--- src/rtl/div_unit.sv ---
// Multi-cycle radix-2 restoring divider returning {remainder, quotient} for DIV/DIVU.
// Optional abort input annul_i is built only when DIV_ANNUL_EN is defined.
module div_unit #(
  parameter int WIDTH = 32,
  parameter int CNT_W = 6
) (
  input  logic               clk,
  input  logic               rst,
  input  logic               signed_div_i,
  input  logic [WIDTH-1:0]   opdata1_i,
  input  logic [WIDTH-1:0]   opdata2_i,
  input  logic               start_i,
`ifdef DIV_ANNUL_EN
  input  logic               annul_i,
`endif
  output logic [2*WIDTH-1:0] result_o,
  output logic               ready_o
);

  typedef enum logic [1:0] {
    S_FREE   = 2'd0,
    S_BYZERO = 2'd1,
    S_ON     = 2'd2,
    S_END    = 2'd3
  } state_t;

  localparam logic [CNT_W-1:0] CNT_LAST = CNT_W'(WIDTH);
  localparam logic [CNT_W-1:0] CNT_ONE  = CNT_W'(1);

  state_t             state_reg, state_next;
  logic [CNT_W-1:0]   cnt_reg, cnt_next;
  // dvd_reg shifts the dividend out at the top while quotient bits enter at the bottom
  logic [WIDTH-1:0]   dvd_reg, dvd_next;
  logic [WIDTH-1:0]   dvs_reg, dvs_next;
  logic [WIDTH-1:0]   rem_reg, rem_next;
  logic               sgn_reg, sgn_next;
  logic               neg1_reg, neg1_next;
  logic               neg2_reg, neg2_next;
  logic [2*WIDTH-1:0] result_reg, result_next;
  logic               ready_reg, ready_next;

  logic               flush;
  logic [WIDTH-1:0]   abs1, abs2;
  logic [WIDTH-1:0]   rem_shift;
  logic [WIDTH:0]     diff;
  logic [WIDTH-1:0]   quo_fix, rem_fix;

`ifdef DIV_ANNUL_EN
  assign flush = annul_i;
`else
  assign flush = 1'b0;
`endif

  assign abs1 = (signed_div_i && opdata1_i[WIDTH-1]) ? (~opdata1_i + 1'b1) : opdata1_i;
  assign abs2 = (signed_div_i && opdata2_i[WIDTH-1]) ? (~opdata2_i + 1'b1) : opdata2_i;

  assign rem_shift = {rem_reg[WIDTH-2:0], dvd_reg[WIDTH-1]};
  assign diff      = {1'b0, rem_shift} - {1'b0, dvs_reg};

  // Remainder follows the dividend sign, quotient is negative when the signs differ
  assign quo_fix = (sgn_reg && (neg1_reg ^ neg2_reg)) ? (~dvd_reg + 1'b1) : dvd_reg;
  assign rem_fix = (sgn_reg && neg1_reg) ? (~rem_reg + 1'b1) : rem_reg;

  always_ff @(posedge clk or negedge rst) begin
    if (!rst) begin
      state_reg  <= S_FREE;
      cnt_reg    <= '0;
      dvd_reg    <= '0;
      dvs_reg    <= '0;
      rem_reg    <= '0;
      sgn_reg    <= 1'b0;
      neg1_reg   <= 1'b0;
      neg2_reg   <= 1'b0;
      result_reg <= '0;
      ready_reg  <= 1'b0;
    end else begin
      state_reg  <= state_next;
      cnt_reg    <= cnt_next;
      dvd_reg    <= dvd_next;
      dvs_reg    <= dvs_next;
      rem_reg    <= rem_next;
      sgn_reg    <= sgn_next;
      neg1_reg   <= neg1_next;
      neg2_reg   <= neg2_next;
      result_reg <= result_next;
      ready_reg  <= ready_next;
    end
  end

  always_comb begin
    state_next  = state_reg;
    cnt_next    = cnt_reg;
    dvd_next    = dvd_reg;
    dvs_next    = dvs_reg;
    rem_next    = rem_reg;
    sgn_next    = sgn_reg;
    neg1_next   = neg1_reg;
    neg2_next   = neg2_reg;
    result_next = result_reg;
    ready_next  = ready_reg;

    case (state_reg)
      S_FREE: begin
        ready_next  = 1'b0;
        result_next = '0;
        if (start_i) begin
          if (opdata2_i == '0) begin
            state_next = S_BYZERO;
          end else begin
            state_next = S_ON;
            cnt_next   = '0;
            dvd_next   = abs1;
            dvs_next   = abs2;
            rem_next   = '0;
            sgn_next   = signed_div_i;
            neg1_next  = opdata1_i[WIDTH-1];
            neg2_next  = opdata2_i[WIDTH-1];
          end
        end
      end

      S_BYZERO: begin
        state_next  = S_END;
        result_next = '0;
        ready_next  = 1'b1;
      end

      S_ON: begin
        if (!start_i) begin
          state_next  = S_FREE;
          ready_next  = 1'b0;
          result_next = '0;
        end else if (cnt_reg != CNT_LAST) begin
          cnt_next = cnt_reg + CNT_ONE;
          if (diff[WIDTH]) begin
            rem_next = rem_shift;
            dvd_next = {dvd_reg[WIDTH-2:0], 1'b0};
          end else begin
            rem_next = diff[WIDTH-1:0];
            dvd_next = {dvd_reg[WIDTH-2:0], 1'b1};
          end
        end else begin
          state_next  = S_END;
          result_next = {rem_fix, quo_fix};
          ready_next  = 1'b1;
        end
      end

      S_END: begin
        if (!start_i) begin
          state_next  = S_FREE;
          ready_next  = 1'b0;
          result_next = '0;
        end
      end

      default: begin
        state_next  = S_FREE;
        ready_next  = 1'b0;
        result_next = '0;
      end
    endcase

    if (flush) begin
      state_next  = S_FREE;
      ready_next  = 1'b0;
      result_next = '0;
    end
  end

  assign result_o = result_reg;
  assign ready_o  = ready_reg;

endmodule

--- config.mk ---
export PLATFORM = sky130hd
export DESIGN_NAME = div_unit
export DESIGN_NICKNAME = d
export VERILOG_FILES = /design/src/rtl/div_unit.sv
export SDC_FILE = /design/constraint.sdc
export NUM_CORES = 1
export LEC_CHECK = 0
export ABC_AREA = 1
export BUFFER_PORTS_ARGS = -buffer_cell sky130_fd_sc_hd__buf_2
export CAP_MARGIN = 40
export CORE_AREA = 2 2 199 201
export DETAILED_ROUTE_END_ITERATION = 8
export DIE_AREA = 0 0 201 203
export GPL_ROUTABILITY_DRIVEN = 0
export PLACE_DENSITY = 0.61
export REMOVE_ABC_BUFFERS = 1
export SLEW_MARGIN = 20
export SYNTH_ARGS = -nofsm -noshare
export SYNTH_HDL_FRONTEND = slang
export SYNTH_SLANG_ARGS = --single-unit
--- constraint.sdc ---
create_clock -name clk -period 2.6 [get_ports clk]
set_input_delay 0.52 -clock clk [delete_from_list [all_inputs] [get_ports clk]]
set_output_delay 0.52 -clock clk [all_outputs]
set_load 0.01 [all_outputs]
# Word-level counts from Yosys, hierarchy flattened
# Cells that the tools add are included.
# op_classes
n_eq_ne	10
add_sub_neg	6
n_mux	35
n_bitwise	6
reduce_logical	12
# op_table
cell	n
32-bit two-way mux	13
64-bit two-way mux	3
64-bit case mux with 3 select lines	1
32-bit by 1-bit adder with 32-bit output, second input constant	4
32-bit NOT	4
32-bit case mux with 2 select lines	2
32-bit by 32-bit subtractor with 33-bit output	1
32-bit zero test	1
6-bit two-way mux	4
6-bit case mux with 2 select lines	1
2-bit two-way mux	5
2-bit != test, second input constant	5
2-bit case mux with 4 select lines	1
6-bit by 1-bit adder with 6-bit output, second input constant	1
6-bit != test, second input constant	1
3-bit AND reduction	2
5-bit AND reduction	1
2-bit equality test, second input constant	2
1-bit logical AND	4
1-bit two-way mux	4
1-bit case mux with 4 select lines	1
3-bit != test, second input constant	1
2-bit by 1-bit equality test with 1-bit output, second input constant	1
2-bit zero test	1
5 further kinds	5
# totals
in_bits	68
register_bits	172
wordCells	79

# Depth between registers and ports, before layout
# logic_depth
ltp_word	6
depth_mapped	16

# Worst setup path before layout
# OpenSTA, ideal clock, no wires.
# synth_path
path_type	reg2reg
from	register dvd_reg[31]
to	register rem_reg[11]
setup_slack_ps	344
arrival_ps	2126
setup_ps	130
stages_incl_launch_ff	17
required_ps	2470
path_buffers	1
period_less_slack_ps	2256
path_cell_list	dfrtp_1 > inv_1 > ha_1 > fa_1 > inv_1 > nand2_1 > nand2_1 > nand3b_1 > nand2_1 > nand2_1 > nand2_1 > nand2_2 > nand2_1 > buf_2 > nand2_1 > nand3_1 > o21ai_0
# synth_between
elab_chain_len	5
# synth_rtl
element	line_no	source
start, declared	33	logic [WIDTH-1:0] dvd_reg, dvd_next;
start signal, assigned	79	dvd_reg <= dvd_next;
32-bit by 32-bit subtractor with 33-bit output	58	assign diff = {1'b0, rem_shift} - {1'b0, dvs_reg};
32-bit two-way mux	135	if (diff[WIDTH]) begin
32-bit two-way mux	133	end else if (cnt_reg != CNT_LAST) begin
32-bit two-way mux	129	if (!start_i) begin
32-bit case mux with 2 select lines	102	case (state_reg)
end signal, assigned	81	rem_reg <= rem_next;
end, declared	35	logic [WIDTH-1:0] rem_reg, rem_next;
# Every way passes these cells. The select of a mux whose other input is x is not followed.
# A chain may end at the register's enable or synchronous reset.

# Worst setup path after layout
# layout_path
from	register dvs_reg[0]
to	register rem_reg[17]
# layout_between
elab_chain_len	5
# layout_rtl
element	line_no	source
start, declared	34	logic [WIDTH-1:0] dvs_reg, dvs_next;
start signal, assigned	80	dvs_reg <= dvs_next;
32-bit by 32-bit subtractor with 33-bit output	58	
32-bit two-way mux	135	
32-bit two-way mux	133	
32-bit two-way mux	129	
32-bit case mux with 2 select lines	102	
# Every way passes these cells. The select of a mux whose other input is x is not followed.

==> impl_results.rst <==
.. list-table::
   :header-rows: 1

   * - Metric
     - Value
   * - Net switching power
     - 7.16 mW
   * - Category of the worst setup path capture point
     - flip-flop
   * - Cell with the most instances after synthesis
     - nand2_1
   * - Final Cycle Share
     - 93.7%
   * - Class of the tightest hold or removal check
     - in2async
   * - Clock skew after layout
     - 0.00985 ns
   * - Synth-to-layout area growth
     - 16.5%
   * - Most used flip-flop cell after synthesis
     - dfrtp_1
   * - XOR/XNOR Fraction of Synth Area
     - 4.60%
   * - Avg Synthesized Cell Area
     - 6.29 µm²
   * - Total power after layout
     - 14.5 mW
   * - Cell type contributing the most total cell area after synthesis
     - dfrtp_1
   * - Arrival time at the worst endpoint
     - 2.77 ns
   * - Clock tree from TritonCTS
     - built
   * - Number of antenna violations at the first check in global routing
     - 1
   * - Clock latency at the later pin of the worst-skew pair
     - 0.44 ns
   * - Critical path depth in cells
     - 15
   * - Final routed wirelength across all metal layers
     - 42000 µm
   * - Kind of critical path
     - reg2reg
   * - Final HPWL DP
     - 33100 µm
   * - Main combinational cell family by area after synthesis
     - simple AND/OR/NAND/NOR gates
   * - Top cells by count, synth
     - 745 x nand2_1, 288 x inv_1, 195 x nor2_1
   * - Placed Instances
     - 2768
   * - CTS sink cnt
     - 172
   * - Maximum clock frequency
     - 0.410 GHz
   * - Async SR Flop Fraction
     - 100%
   * - Max cap viols
     - 0
   * - First-pass detailed-route iteration total
     - 5
   * - Max stage delay cell, worst path
     - dfrtp_1
   * - Pins Over Slew Limit
     - 0
   * - Ratio of routed vias to standard cells
     - 4.95
   * - Post-Syn Instances
     - 2118
   * - Area share of the leading cell type in the synthesized netlist
     - 32.3%
   * - Library cell used as clock root buffer
     - clkbuf_16
   * - Cell Int Power
     - 7.38 mW
   * - CTS clk-pin slew, worst paths
     - 0.07 ns
   * - Unrepaired setup endpoints after global routing
     - no
   * - Core Rows
     - 72
   * - Fraction of power consumed by sequential logic
     - 29.0%
   * - Share of cell area taken by muxes after synthesis
     - 0%
   * - Post-synthesis sequential element count
     - 172
   * - Cell-by-cell trace of the critical path
     - ha_1 -> fa_1 -> inv_1 -> nand2_1 -> nand2_1 -> nand3b_1 -> nand2_2 -> nand2_1 -> nand2_1 -> nand2_2 -> nand2_4 -> buf_12 -> nand3_1 -> nand3_1 -> nand2_1
   * - Post-synthesis compound-gate area fraction
     - 9.53%
   * - Area of the multi-input gates
     - 7680 µm²
   * - Measured slew at the worst slew-check pin
     - 0.744 ns
   * - Vias in the first global route
     - 13400
   * - Reg-to-Reg Start
     - dvs_reg[0]$_DFFE_PN0P_
   * - Starting utilization of the core area
     - 34.6%
   * - Net count, final
     - 2385
   * - Maximum ir drop on the vdd rail
     - 550 µV
   * - Setup slack at placement
     - -0.161 ns
   * - Core box area
     - 38500 µm²
   * - Pwr dens
     - 937 nW/µm²
   * - Wire length of the first global-routing pass
     - 68500 µm
   * - Total setup violations reported at the end of the flow
     - 0
   * - Netlist area before placement
     - 13300 µm²
   * - Area used by sequential logic in the layout
     - 4300 µm²
   * - Number of warnings printed during yosys synthesis
     - 0
   * - Fill cells
     - 4136
   * - Largest driver fanout on the critical path
     - 14
   * - EDFF count, synth
     - 0
   * - Final-report hold violation count
     - 0
   * - Min Clock Period, post-route
     - 2.44 ns
   * - Worst setup margin
     - 0.163 ns
   * - Total gr overflow
     - 0
   * - Number of remaining DRC errors
     - 0
   * - Top Family by Delay on Critical Path
     - simple AND/OR/NAND/NOR gates
   * - Total number of vias
     - 13900
   * - Leading cell types by total area after synthesis
     - dfrtp_1 32%, nand2_1 21%, inv_1 8.1%, nand3_1 7.0%, o21ai_0 6.0%
   * - Non-filler cells, final
     - 2804
   * - Portion of the post-synthesis area used by sequential elements
     - 32.3%
   * - Top Ports
     - 133
   * - CP dominant cell by count
     - nand2_1
   * - Reported leakage power
     - 8.54 nW
   * - Path depth of the worst reg2reg path
     - 15
   * - Average wire per cell in the routed design
     - 15.0 µm
   * - Post-Synth Adder-Cell Area
     - 4.28%
   * - Startpoint type of the worst setup path
     - flip-flop
   * - Vertical die dimension
     - 203 µm
   * - Switching share of total power
     - 49.2%
   * - Count of antenna-violating nets left after detailed routing
     - 0
   * - Max Root-Sink Buffers
     - 2
   * - Share of total power in combinational logic
     - 54.2%
   * - Max reg flops
     - 64
   * - Die extent in x
     - 201 µm
   * - Destination of the worst register-to-register timing path
     - rem_reg[17]$_DFFE_PN0P_
   * - Maximum number of pins on one net before global-route repair
     - 67
   * - Required time of the critical path
     - 2.94 ns
   * - Worst relative slew slack
     - 50.3%
   * - Fraction of the mapped netlist area in simple logic gates
     - 39.0%
   * - Layout cells sized above 1
     - 12.0%
   * - Number of buffers inserted during clock tree synthesis
     - 17
   * - Distinct cell type count of the synthesized netlist
     - 39
   * - All-Layer GR Usage
     - 20.9%
   * - Crit-path max cell delay
     - 0.43 ns
   * - Number of buffers inserted by port buffering
     - 132
   * - Buffers plus inverters on the worst setup path
     - 2
   * - Starting DRC count in detailed routing
     - 903
   * - Register-to-register path setup slack
     - 0.16 ns
   * - Die Outline Area
     - 40800 µm²
   * - Portion of total power attributed to the clock network
     - 16.9%
   * - Number of H-tree levels
     - 4
   * - Run status
     - finished clean
routing by layer:
layer	global-route usage (%)	vias to the layer above	routed length [µm]
met5	0	-	0
met4	7.83	0	1320
met3	2.33	69	1860
met2	36.4	368	20100
met1	26.5	6445	18700
li1	-	6993	-
cells in the final DEF, fill, tap and decap left out, drive strengths merged, types with 5 or more instances in the layout:
cell	n
xnor2	22
ha	44
nor2	203
nand3b	5
clkbuf	21
nand2	759
buf	191
or2	5
o31ai	6
o21ai	169
xor2	48
nand4	39
clkinv	9
nand3	198
inv	295
dfrtp	172
a21oi	50
nor3	23
and2	5
power by group through the flow:
stage               Sequential [mW]  Combinational (mW)  Clock, mW
floorplan                      4.12                5.15          0
global placement               4.24                7.60          0
detailed placement             4.24                7.74          0
CTS                            4.21                7.77       2.50
global route                   4.32                8.95       2.61
finish                         4.21                7.87       2.45
per-stage QoR:
step	cell area, µm²	setup TNS (ns)	util [%]	hold slack [ns]
floorplan	13100	-128.22	-	0.224
global placement	14900	-2.64	38.7	0.461
detailed placement	14900	-4.32	38.7	0.464
CTS	15500	0	40.2	0.110
global route	15500	0	40.3	0.107
finish	15500	0	40.3	0.0581
logic make-up (layout without fill, tap and decap cells):
kind of cell	after synthesis	after routing
buffers and inverters	353	519
flip-flops	172	172
other	0	1
adder cells (fa/ha/maj)	45	45
AO/OA/AOI/OAI	241	241
XOR/XNOR	70	70
AND/OR/NAND/NOR	1237	1238
worst max path at each step:
stage                               end                      from
6_report        rem_reg[17]$_DFFE_PN0P_    dvs_reg[0]$_DFFE_PN0P_
5_1_grt         rem_reg[17]$_DFFE_PN0P_    dvs_reg[0]$_DFFE_PN0P_
4_1_cts         rem_reg[17]$_DFFE_PN0P_   dvd_reg[31]$_DFFE_PN0P_
3_5_place_dp     dvs_reg[6]$_DFFE_PN0P_              opdata2_i[0]
3_3_place_gp     dvs_reg[8]$_DFFE_PN0P_              opdata2_i[0]
2_1_floorplan  result_o[11]$_DFFE_PN0P_  state_reg[0]$_DFFE_PN0P_
layout make-up:
cell class | count | area share, %
diodes | 1 | 0.0161
clock buffers | 20 | 2.94
clock inverters | 12 | 0.581
inverters | 295 | 7.17
multi-input cells | 1594 | 49.5
flip-flops and latches | 172 | 27.7
well taps | 518 | 4.18
repair buffers | 192 | 7.89
timing repair:
action | CTS | global route
setup endpoints to repair | 1 | 54
hold buffers | 0 | 0
gates cloned | 0 | 2
buffers inserted | 0 | 1
hold endpoints to repair | 0 | 0
pin swaps | 0 | 1
resized for setup | 1 | 9
Note: power is estimated with default switching activity, not from simulation.
